[src/rtl/reg_file_cmd_pkg.sv]
// Shared constants for the byte-stream register-file command controller:
// command opcodes, default depth and FSM state encoding.
package reg_file_cmd_pkg;

  localparam logic [7:0] CMD_WR = 8'hAA;
  localparam logic [7:0] CMD_RD = 8'hBB;

  localparam int RF_DEPTH_DEF = 8;

  localparam logic [3:0] IDLE    = 4'd0;
  localparam logic [3:0] WR_ADDR = 4'd1;
  localparam logic [3:0] WR_LO   = 4'd2;
  localparam logic [3:0] WR_HI   = 4'd3;
  localparam logic [3:0] WR_EXEC = 4'd4;
  localparam logic [3:0] RD_ADDR = 4'd5;
  localparam logic [3:0] RD_REQ  = 4'd6;
  localparam logic [3:0] RD_CAP  = 4'd7;
  localparam logic [3:0] TX_LO   = 4'd8;
  localparam logic [3:0] TX_HI   = 4'd9;

  // An address byte is usable only if it selects an implemented entry.
  function automatic logic addr_ok(input logic [7:0] addr_byte, input int depth);
    return int'(addr_byte) < depth;
  endfunction

endpackage

[src/rtl/reg_file_cmd_ctrl_if.sv]
// Bundle of the receive, register-file and transmit signals around the
// command controller; master is the controller, slave is its environment.
interface reg_file_cmd_ctrl_if #(
  parameter int DATA_WIDTH = 16,
  parameter int ADDR_WIDTH = 4
);
  logic [7:0]            RX_P_DATA;
  logic                  RX_D_VLD;
  logic [ADDR_WIDTH-1:0] Address;
  logic                  WrEn;
  logic [DATA_WIDTH-1:0] WrData;
  logic                  RdEn;
  logic [DATA_WIDTH-1:0] RdData;
  logic [7:0]            TX_P_DATA;
  logic                  TX_D_VLD;
  logic                  TX_BUSY;
  logic                  CMD_ERR;

  modport master (
    input  RX_P_DATA, RX_D_VLD, RdData, TX_BUSY,
    output Address, WrEn, WrData, RdEn, TX_P_DATA, TX_D_VLD, CMD_ERR
  );

  modport slave (
    output RX_P_DATA, RX_D_VLD, RdData, TX_BUSY,
    input  Address, WrEn, WrData, RdEn, TX_P_DATA, TX_D_VLD, CMD_ERR
  );
endinterface

[src/rtl/reg_file_cmd_ctrl.sv]
// Parses 0xAA/0xBB command frames from a byte stream into register-file
// writes and reads, returning read data as two bytes to the transmitter.
module reg_file_cmd_ctrl
  import reg_file_cmd_pkg::*;
#(
  parameter int DATA_WIDTH = 16,
  parameter int ADDR_WIDTH = 4,
  parameter int RF_DEPTH   = RF_DEPTH_DEF
) (
  input  logic                CLK,
  input  logic                RST,
  reg_file_cmd_ctrl_if.master bus
);

  logic [3:0]            state_q,   state_d;
  logic [ADDR_WIDTH-1:0] address_q, address_d;
  logic [DATA_WIDTH-1:0] wr_data_q, wr_data_d;
  logic                  wr_en_q,   wr_en_d;
  logic                  rd_en_q,   rd_en_d;
  logic [7:0]            tx_data_q, tx_data_d;
  logic                  tx_vld_q,  tx_vld_d;
  logic                  cmd_err_q, cmd_err_d;
  logic [15:0]           buf_q,     buf_d;

  logic       rx_vld;
  logic [7:0] rx_byte;
  logic       tx_accept;

  assign rx_vld    = bus.RX_D_VLD;
  assign rx_byte   = bus.RX_P_DATA;
  assign tx_accept = tx_vld_q && !bus.TX_BUSY;

  always_comb begin
    // NOTE: every signal assigned here gets a default first, so no path can leave a latch behind.
    state_d   = state_q;
    address_d = address_q;
    wr_data_d = wr_data_q;
    wr_en_d   = 1'b0;
    rd_en_d   = 1'b0;
    tx_data_d = tx_data_q;
    tx_vld_d  = tx_vld_q;
    cmd_err_d = 1'b0;
    buf_d     = buf_q;

    case (state_q)
      IDLE: begin
        if (rx_vld) begin
          if (rx_byte == CMD_WR)      state_d = WR_ADDR;
          else if (rx_byte == CMD_RD) state_d = RD_ADDR;
          else                        cmd_err_d = 1'b1;
        end
      end

      WR_ADDR, RD_ADDR: begin
        if (rx_vld) begin
          if (addr_ok(rx_byte, RF_DEPTH)) begin
            address_d = rx_byte[ADDR_WIDTH-1:0];
            state_d   = (state_q == WR_ADDR) ? WR_LO : RD_REQ;
            // Strobes are registered, so RdEn is raised on entry to RD_REQ.
            rd_en_d   = (state_q == RD_ADDR);
          end else begin
            cmd_err_d = 1'b1;
            state_d   = IDLE;
          end
        end
      end

      WR_LO: begin
        if (rx_vld) begin
          wr_data_d[7:0] = rx_byte;
          state_d        = WR_HI;
        end
      end

      WR_HI: begin
        if (rx_vld) begin
          wr_data_d[15:8] = rx_byte;
          wr_en_d         = 1'b1;
          state_d         = WR_EXEC;
        end
      end

      WR_EXEC: begin
        cmd_err_d = rx_vld;
        state_d   = IDLE;
      end

      RD_REQ: begin
        cmd_err_d = rx_vld;
        state_d   = RD_CAP;
      end

      // RdData is valid now, one cycle after the RdEn strobe.
      RD_CAP: begin
        cmd_err_d = rx_vld;
        buf_d     = bus.RdData[15:0];
        tx_data_d = bus.RdData[7:0];
        tx_vld_d  = 1'b1;
        state_d   = TX_LO;
      end

      TX_LO: begin
        cmd_err_d = rx_vld;
        if (tx_accept) begin
          tx_data_d = buf_q[15:8];
          state_d   = TX_HI;
        end
      end

      TX_HI: begin
        cmd_err_d = rx_vld;
        if (tx_accept) begin
          tx_vld_d = 1'b0;
          state_d  = IDLE;
        end
      end

      default: state_d = IDLE;
    endcase
  end

  // NOTE: registers update with <= so each flop samples values from before the edge.
  always_ff @(posedge CLK or negedge RST) begin
    if (!RST) begin
      state_q   <= IDLE;
      address_q <= '0;
      wr_data_q <= '0;
      wr_en_q   <= 1'b0;
      rd_en_q   <= 1'b0;
      tx_data_q <= '0;
      tx_vld_q  <= 1'b0;
      cmd_err_q <= 1'b0;
      buf_q     <= '0;
    end else begin
      state_q   <= state_d;
      address_q <= address_d;
      wr_data_q <= wr_data_d;
      wr_en_q   <= wr_en_d;
      rd_en_q   <= rd_en_d;
      tx_data_q <= tx_data_d;
      tx_vld_q  <= tx_vld_d;
      cmd_err_q <= cmd_err_d;
      buf_q     <= buf_d;
    end
  end

  assign bus.Address   = address_q;
  assign bus.WrEn      = wr_en_q;
  assign bus.WrData    = wr_data_q;
  assign bus.RdEn      = rd_en_q;
  assign bus.TX_P_DATA = tx_data_q;
  assign bus.TX_D_VLD  = tx_vld_q;
  assign bus.CMD_ERR   = cmd_err_q;

endmodule

[src/flat_wrapper.sv]
// flat-port wrapper written by rule: the top's interface ports become plain ports
module reg_file_cmd_ctrl_flat import reg_file_cmd_pkg::*;
#(
  parameter int DATA_WIDTH = 16,
  parameter int ADDR_WIDTH = 4,
  parameter int RF_DEPTH   = RF_DEPTH_DEF
)
  (CLK, RST, bus_RX_P_DATA, bus_RX_D_VLD, bus_RdData, bus_TX_BUSY, bus_Address, bus_WrEn, bus_WrData, bus_RdEn, bus_TX_P_DATA, bus_TX_D_VLD, bus_CMD_ERR);
  reg_file_cmd_ctrl_if #(.DATA_WIDTH(DATA_WIDTH), .ADDR_WIDTH(ADDR_WIDTH)) bus_i ();
  input  logic CLK;
  input  logic RST;
  input wire logic [$bits(bus_i.RX_P_DATA)-1:0] bus_RX_P_DATA;
  input wire logic [$bits(bus_i.RX_D_VLD)-1:0] bus_RX_D_VLD;
  input wire logic [$bits(bus_i.RdData)-1:0] bus_RdData;
  input wire logic [$bits(bus_i.TX_BUSY)-1:0] bus_TX_BUSY;
  output wire logic [$bits(bus_i.Address)-1:0] bus_Address;
  output wire logic [$bits(bus_i.WrEn)-1:0] bus_WrEn;
  output wire logic [$bits(bus_i.WrData)-1:0] bus_WrData;
  output wire logic [$bits(bus_i.RdEn)-1:0] bus_RdEn;
  output wire logic [$bits(bus_i.TX_P_DATA)-1:0] bus_TX_P_DATA;
  output wire logic [$bits(bus_i.TX_D_VLD)-1:0] bus_TX_D_VLD;
  output wire logic [$bits(bus_i.CMD_ERR)-1:0] bus_CMD_ERR;
  assign bus_i.RX_P_DATA = bus_RX_P_DATA;
  assign bus_i.RX_D_VLD = bus_RX_D_VLD;
  assign bus_i.RdData = bus_RdData;
  assign bus_i.TX_BUSY = bus_TX_BUSY;
  assign bus_Address = bus_i.Address;
  assign bus_WrEn = bus_i.WrEn;
  assign bus_WrData = bus_i.WrData;
  assign bus_RdEn = bus_i.RdEn;
  assign bus_TX_P_DATA = bus_i.TX_P_DATA;
  assign bus_TX_D_VLD = bus_i.TX_D_VLD;
  assign bus_CMD_ERR = bus_i.CMD_ERR;
  reg_file_cmd_ctrl #(.DATA_WIDTH(DATA_WIDTH), .ADDR_WIDTH(ADDR_WIDTH), .RF_DEPTH(RF_DEPTH)) u_core (.CLK(CLK), .RST(RST), .bus(bus_i));
endmodule
[config.mk]
export PLATFORM = sky130hd
export DESIGN_NAME = reg_file_cmd_ctrl_flat
export DESIGN_NICKNAME = d
export VERILOG_FILES = /design/src/rtl/reg_file_cmd_pkg.sv /design/src/rtl/reg_file_cmd_ctrl_if.sv /design/src/rtl/reg_file_cmd_ctrl.sv /design/src/flat_wrapper.sv
export SDC_FILE = /design/constraint.sdc
export NUM_CORES = 1
export LEC_CHECK = 0
export ABC_AREA = 0
export ABC_CLOCK_PERIOD_IN_PS = 1490
export CORE_AREA = 8 8 99 101
export DETAILED_ROUTE_END_ITERATION = 16
export DIE_AREA = 0 0 107 109
export PLACE_DENSITY = 0.49
export SYNTH_ARGS = -nofsm -noshare
export SYNTH_HDL_FRONTEND = slang
export SYNTH_SLANG_ARGS = --single-unit
[constraint.sdc]
create_clock -name CLK -period 1.49 [get_ports CLK]
set_input_delay 0.149 -clock CLK [delete_from_list [all_inputs] [get_ports CLK]]
set_output_delay 0.149 -clock CLK [all_outputs]
set_load 0.05 [all_outputs]
==> run_results.csv <==
group,metric,value,unit
worst_setup_path,startpoint,"u_core.state_q[2]",
global_routing,antenna_found_initial,0,
floorplan,die_w,107,µm
layout,n_antenna_cell,0,
timing,finalHoldViolations,0,
min_path,hp-class,"in -> async",
worst_setup_path,slowest_delay,0.53,ns
worst_setup_path,cp-start-kind,"register",
outcome,violations,"negative setup slack",
worst_setup_path,critPathMostFrequentCell,"buf_4",
floorplan,pin_count,60,
power,p_sw,2.94,mW
worst_setup_path,path_cells,"buf_6 -> or4b_4 -> buf_4 -> buf_4 -> nand2_1",
clock_tree,insertion_delay,0.30,ns
worst_setup_path,crit_slowest_cell,"or4b_4",
worst_setup_path,cp_max_fo,5,
clock_tree,clkTransAtPathRegs,0.09,ns
route,dr.first_iter.drc_count,43,
worst_setup_path,timing.rr.start,"u_core.state_q[2]",
clock_tree,cts_buffer_depth,2,
global_routing,grt_pass1_wl,8730,µm
yosys,ys_top_cells_by_count,"dfrtp_1 (44), mux2_2 (14), nand2_1 (12)",
worst_setup_path,critical_path_arrival,1.76,ns
yosys,ys_ff_latch,44,
power,p_seq_share,31.0,%
placed_design,dp_slack,-0.255,ns
yosys,yosysTopAreaCell,"dfrtp_1",
global_routing,overflow,0,
power,power_per_cell_area,2130,nW/µm²
power,swShare,44.1,%
global_routing,grt_max_degree,27,
clock_tree,clock-root-buffer,"clkbuf_8",
yosys,async_reset_ff_share,100,%
placed_design,place_congestion,0.764,
worst_setup_path,criticalPathCategory,"reg -> reg",
global_routing,grt_use_total,9.43,%
yosys,synth_nets,178,
timing,setup_viol,2,
worst_setup_path,cp.depth,5,
worst_setup_path,critical_path_required,1.73,ns
yosys,yosysSeqAreaShare,55.0,%
timing,max_slew_margin,70.2,%
timing,setup_tns,-0.0544,ns
floorplan,dieArea,11700,µm²
clock_tree,clock_sinks,44,
global_routing,grt_pass1_vias,1701,
yosys,netlist.area_leader.share,55.0,%
power,p_leak,1.50,nW
timing,final_max_slew_viol_count,0,
timing,max_freq,657,MHz
timing,timing.hold.ws,0.242,ns
timing,finalWorstSetupSlack,-0.0317,ns
yosys,synth_enable_flop_cells,0,
route,first_pass_iters,3,
yosys,synthCells,150,
route,drt_wl_total,5200,µm
timing,tightest_slew,0.442,ns
route,drcViolationCount,0,
worst_setup_path,rr_worst_depth,5,
floorplan,start_util,23.9,%
timing,fin_crit_sh,102,%
placed_design,portBuffers,59,
yosys,synth_area,2000,µm²
power,p_total,6.67,mW
floorplan,core-area,8380,µm²
floorplan,fp.dieH,109,µm
placed_design,hpwl,4050,µm
yosys,avgSynthCellArea,13.3,µm²
worst_setup_path,end_kind,"register",
yosys,synth_cell_types,43,
yosys,synth_flop_cell,"dfrtp_1",
outcome,status,"finished, violations left",
worst_setup_path,critPathTopFamily,"simple AND/OR/NAND/NOR gates",
power,power_frac_comb,55.4,%
power,clockPowerShare,13.6,%
yosys,synth_area_leaders,"dfrtp_1 (55%), mux2_2 (7.9%), mux2i_1 (5.0%), mux2_1 (4.5%), o21ai_1 (2.5%)",
yosys,yosysMostFrequentCell,"dfrtp_1",
route,postRouteAntennaNets,0,
worst_setup_path,cp_num_buf_inv,3,
power,ir_worst_vdd,0.00105,V
layout,syn_to_final_growth,56.1,%
clock_tree,cts_tree,"done",
yosys,yosysWarningCount,0,
power,internal-power,3.72,mW
route,post_drt_wl_per_cell,14.4,µm
route,vias_per_cell,4.23,
timing,period_needed,1.52,ns
job,cap_viol_max_count,0,
timing,clock_skew,0.00938,ns
layout,layout-drive-gt1-share,46.9,%
layout,final_nets,281,
floorplan,rows,34,
timing,rsz0062_at_grt,"yes",
route,vias,1530,
clock_tree,h-tree-depth,2,
clock_tree,cts_buffers,5,
==> cell families after synthesis <==
| family | count (synthesis) | share of synthesized area (%) |
|---|---|---|
| compound gates | 26 | 9.19 |
| xor+xnor | 1 | 0.438 |
| buf+inv | 11 | 3.44 |
| flops | 44 | 55.0 |
| mux | 35 | 19.6 |
| simple gates | 33 | 12.3 |
==> sequential cells by signal, indices dropped and copies added (netlist names) <==
| register | cells |
|---|---|
| u_core.buf_q | 8 |
| u_core.bus.TX_P_DATA | 8 |
| u_core.state_q | 4 |
| u_core.bus.WrData | 16 |
| u_core.bus.TX_D_VLD | 1 |
| u_core.bus.WrEn | 1 |
| u_core.bus.CMD_ERR | 1 |
| u_core.bus.Address | 4 |
| u_core.bus.RdEn | 1 |
==> power by group through the flow <==
stage	Sequential, mW	Clock, mW	Combinational (mW)
final	2.07	0.909	3.69
after floorplan	3.27	0	1.10
after global routing	2.14	0.987	3.94
after detailed placement	2.10	0	3.58
after global placement	2.11	0	3.55
after CTS	2.08	0.950	3.71
==> final timing paths <==
check                                         to  slack [ns]
min                        u_core.bus.WrData[14]        0.24
min reg2reg                 u_core.bus.WrData[9]        0.48
max                            u_core.state_q[3]       -0.03
max reg2reg                    u_core.state_q[3]       -0.03
max in group asynchronous    u_core.bus.TX_D_VLD        0.80
min in group CLK           u_core.bus.WrData[12]        0.33
==> metrics by stage <==
stage               cells  util, %  cell area [µm²]
finish                362     37.3             3130
global route          362     37.3             3130
CTS                   360     36.9             3100
detailed placement    348     35.0             2930
floorplan             150        -             2010
global placement      348     35.0             2930
==> metal layers <==
metal	up-vias	global-route usage, %	wire length, µm
li1	745	-	-
met1	736	11.6	2350
met2	44	15.1	2420
met3	5	3.43	377
met4	0	2.71	48
met5	-	0	0
==> placed cells by master, fill, tap and decap left out, types with 2 or more instances in the layout <==
cell type / count
clkbuf_8: 5
mux2_2: 14
o22ai_1: 2
mux2_4: 3
mux2i_1: 10
nand3_4: 2
buf_6: 3
o21ai_1: 10
nor2_1: 4
inv_1: 5
nand2_1: 12
mux2_1: 8
clkdlybuf4s50_1: 25
dfrtp_1: 41
buf_12: 3
a21oi_1: 3
buf_4: 68
dfrtp_2: 3
==> final cells by class <==
cell class | count | area [µm²]
clock buffer | 6 | 72.6
clock inverter | 2 | 35.0
fill | 845 | 5260
inverter | 5 | 18.8
multi-input combinational | 95 | 877
sequential | 44 | 1100
tap | 108 | 135
timing repair buffer | 102 | 882
==> timing repair <==
action                     CTS  global route
hold buffers                 1             0
resized for setup            6             4
setup buffers                3             2
hold endpoints to repair    34             0
pin swaps                    1             5
setup endpoints to repair   15            14
(Power assumes the default switching activity.)
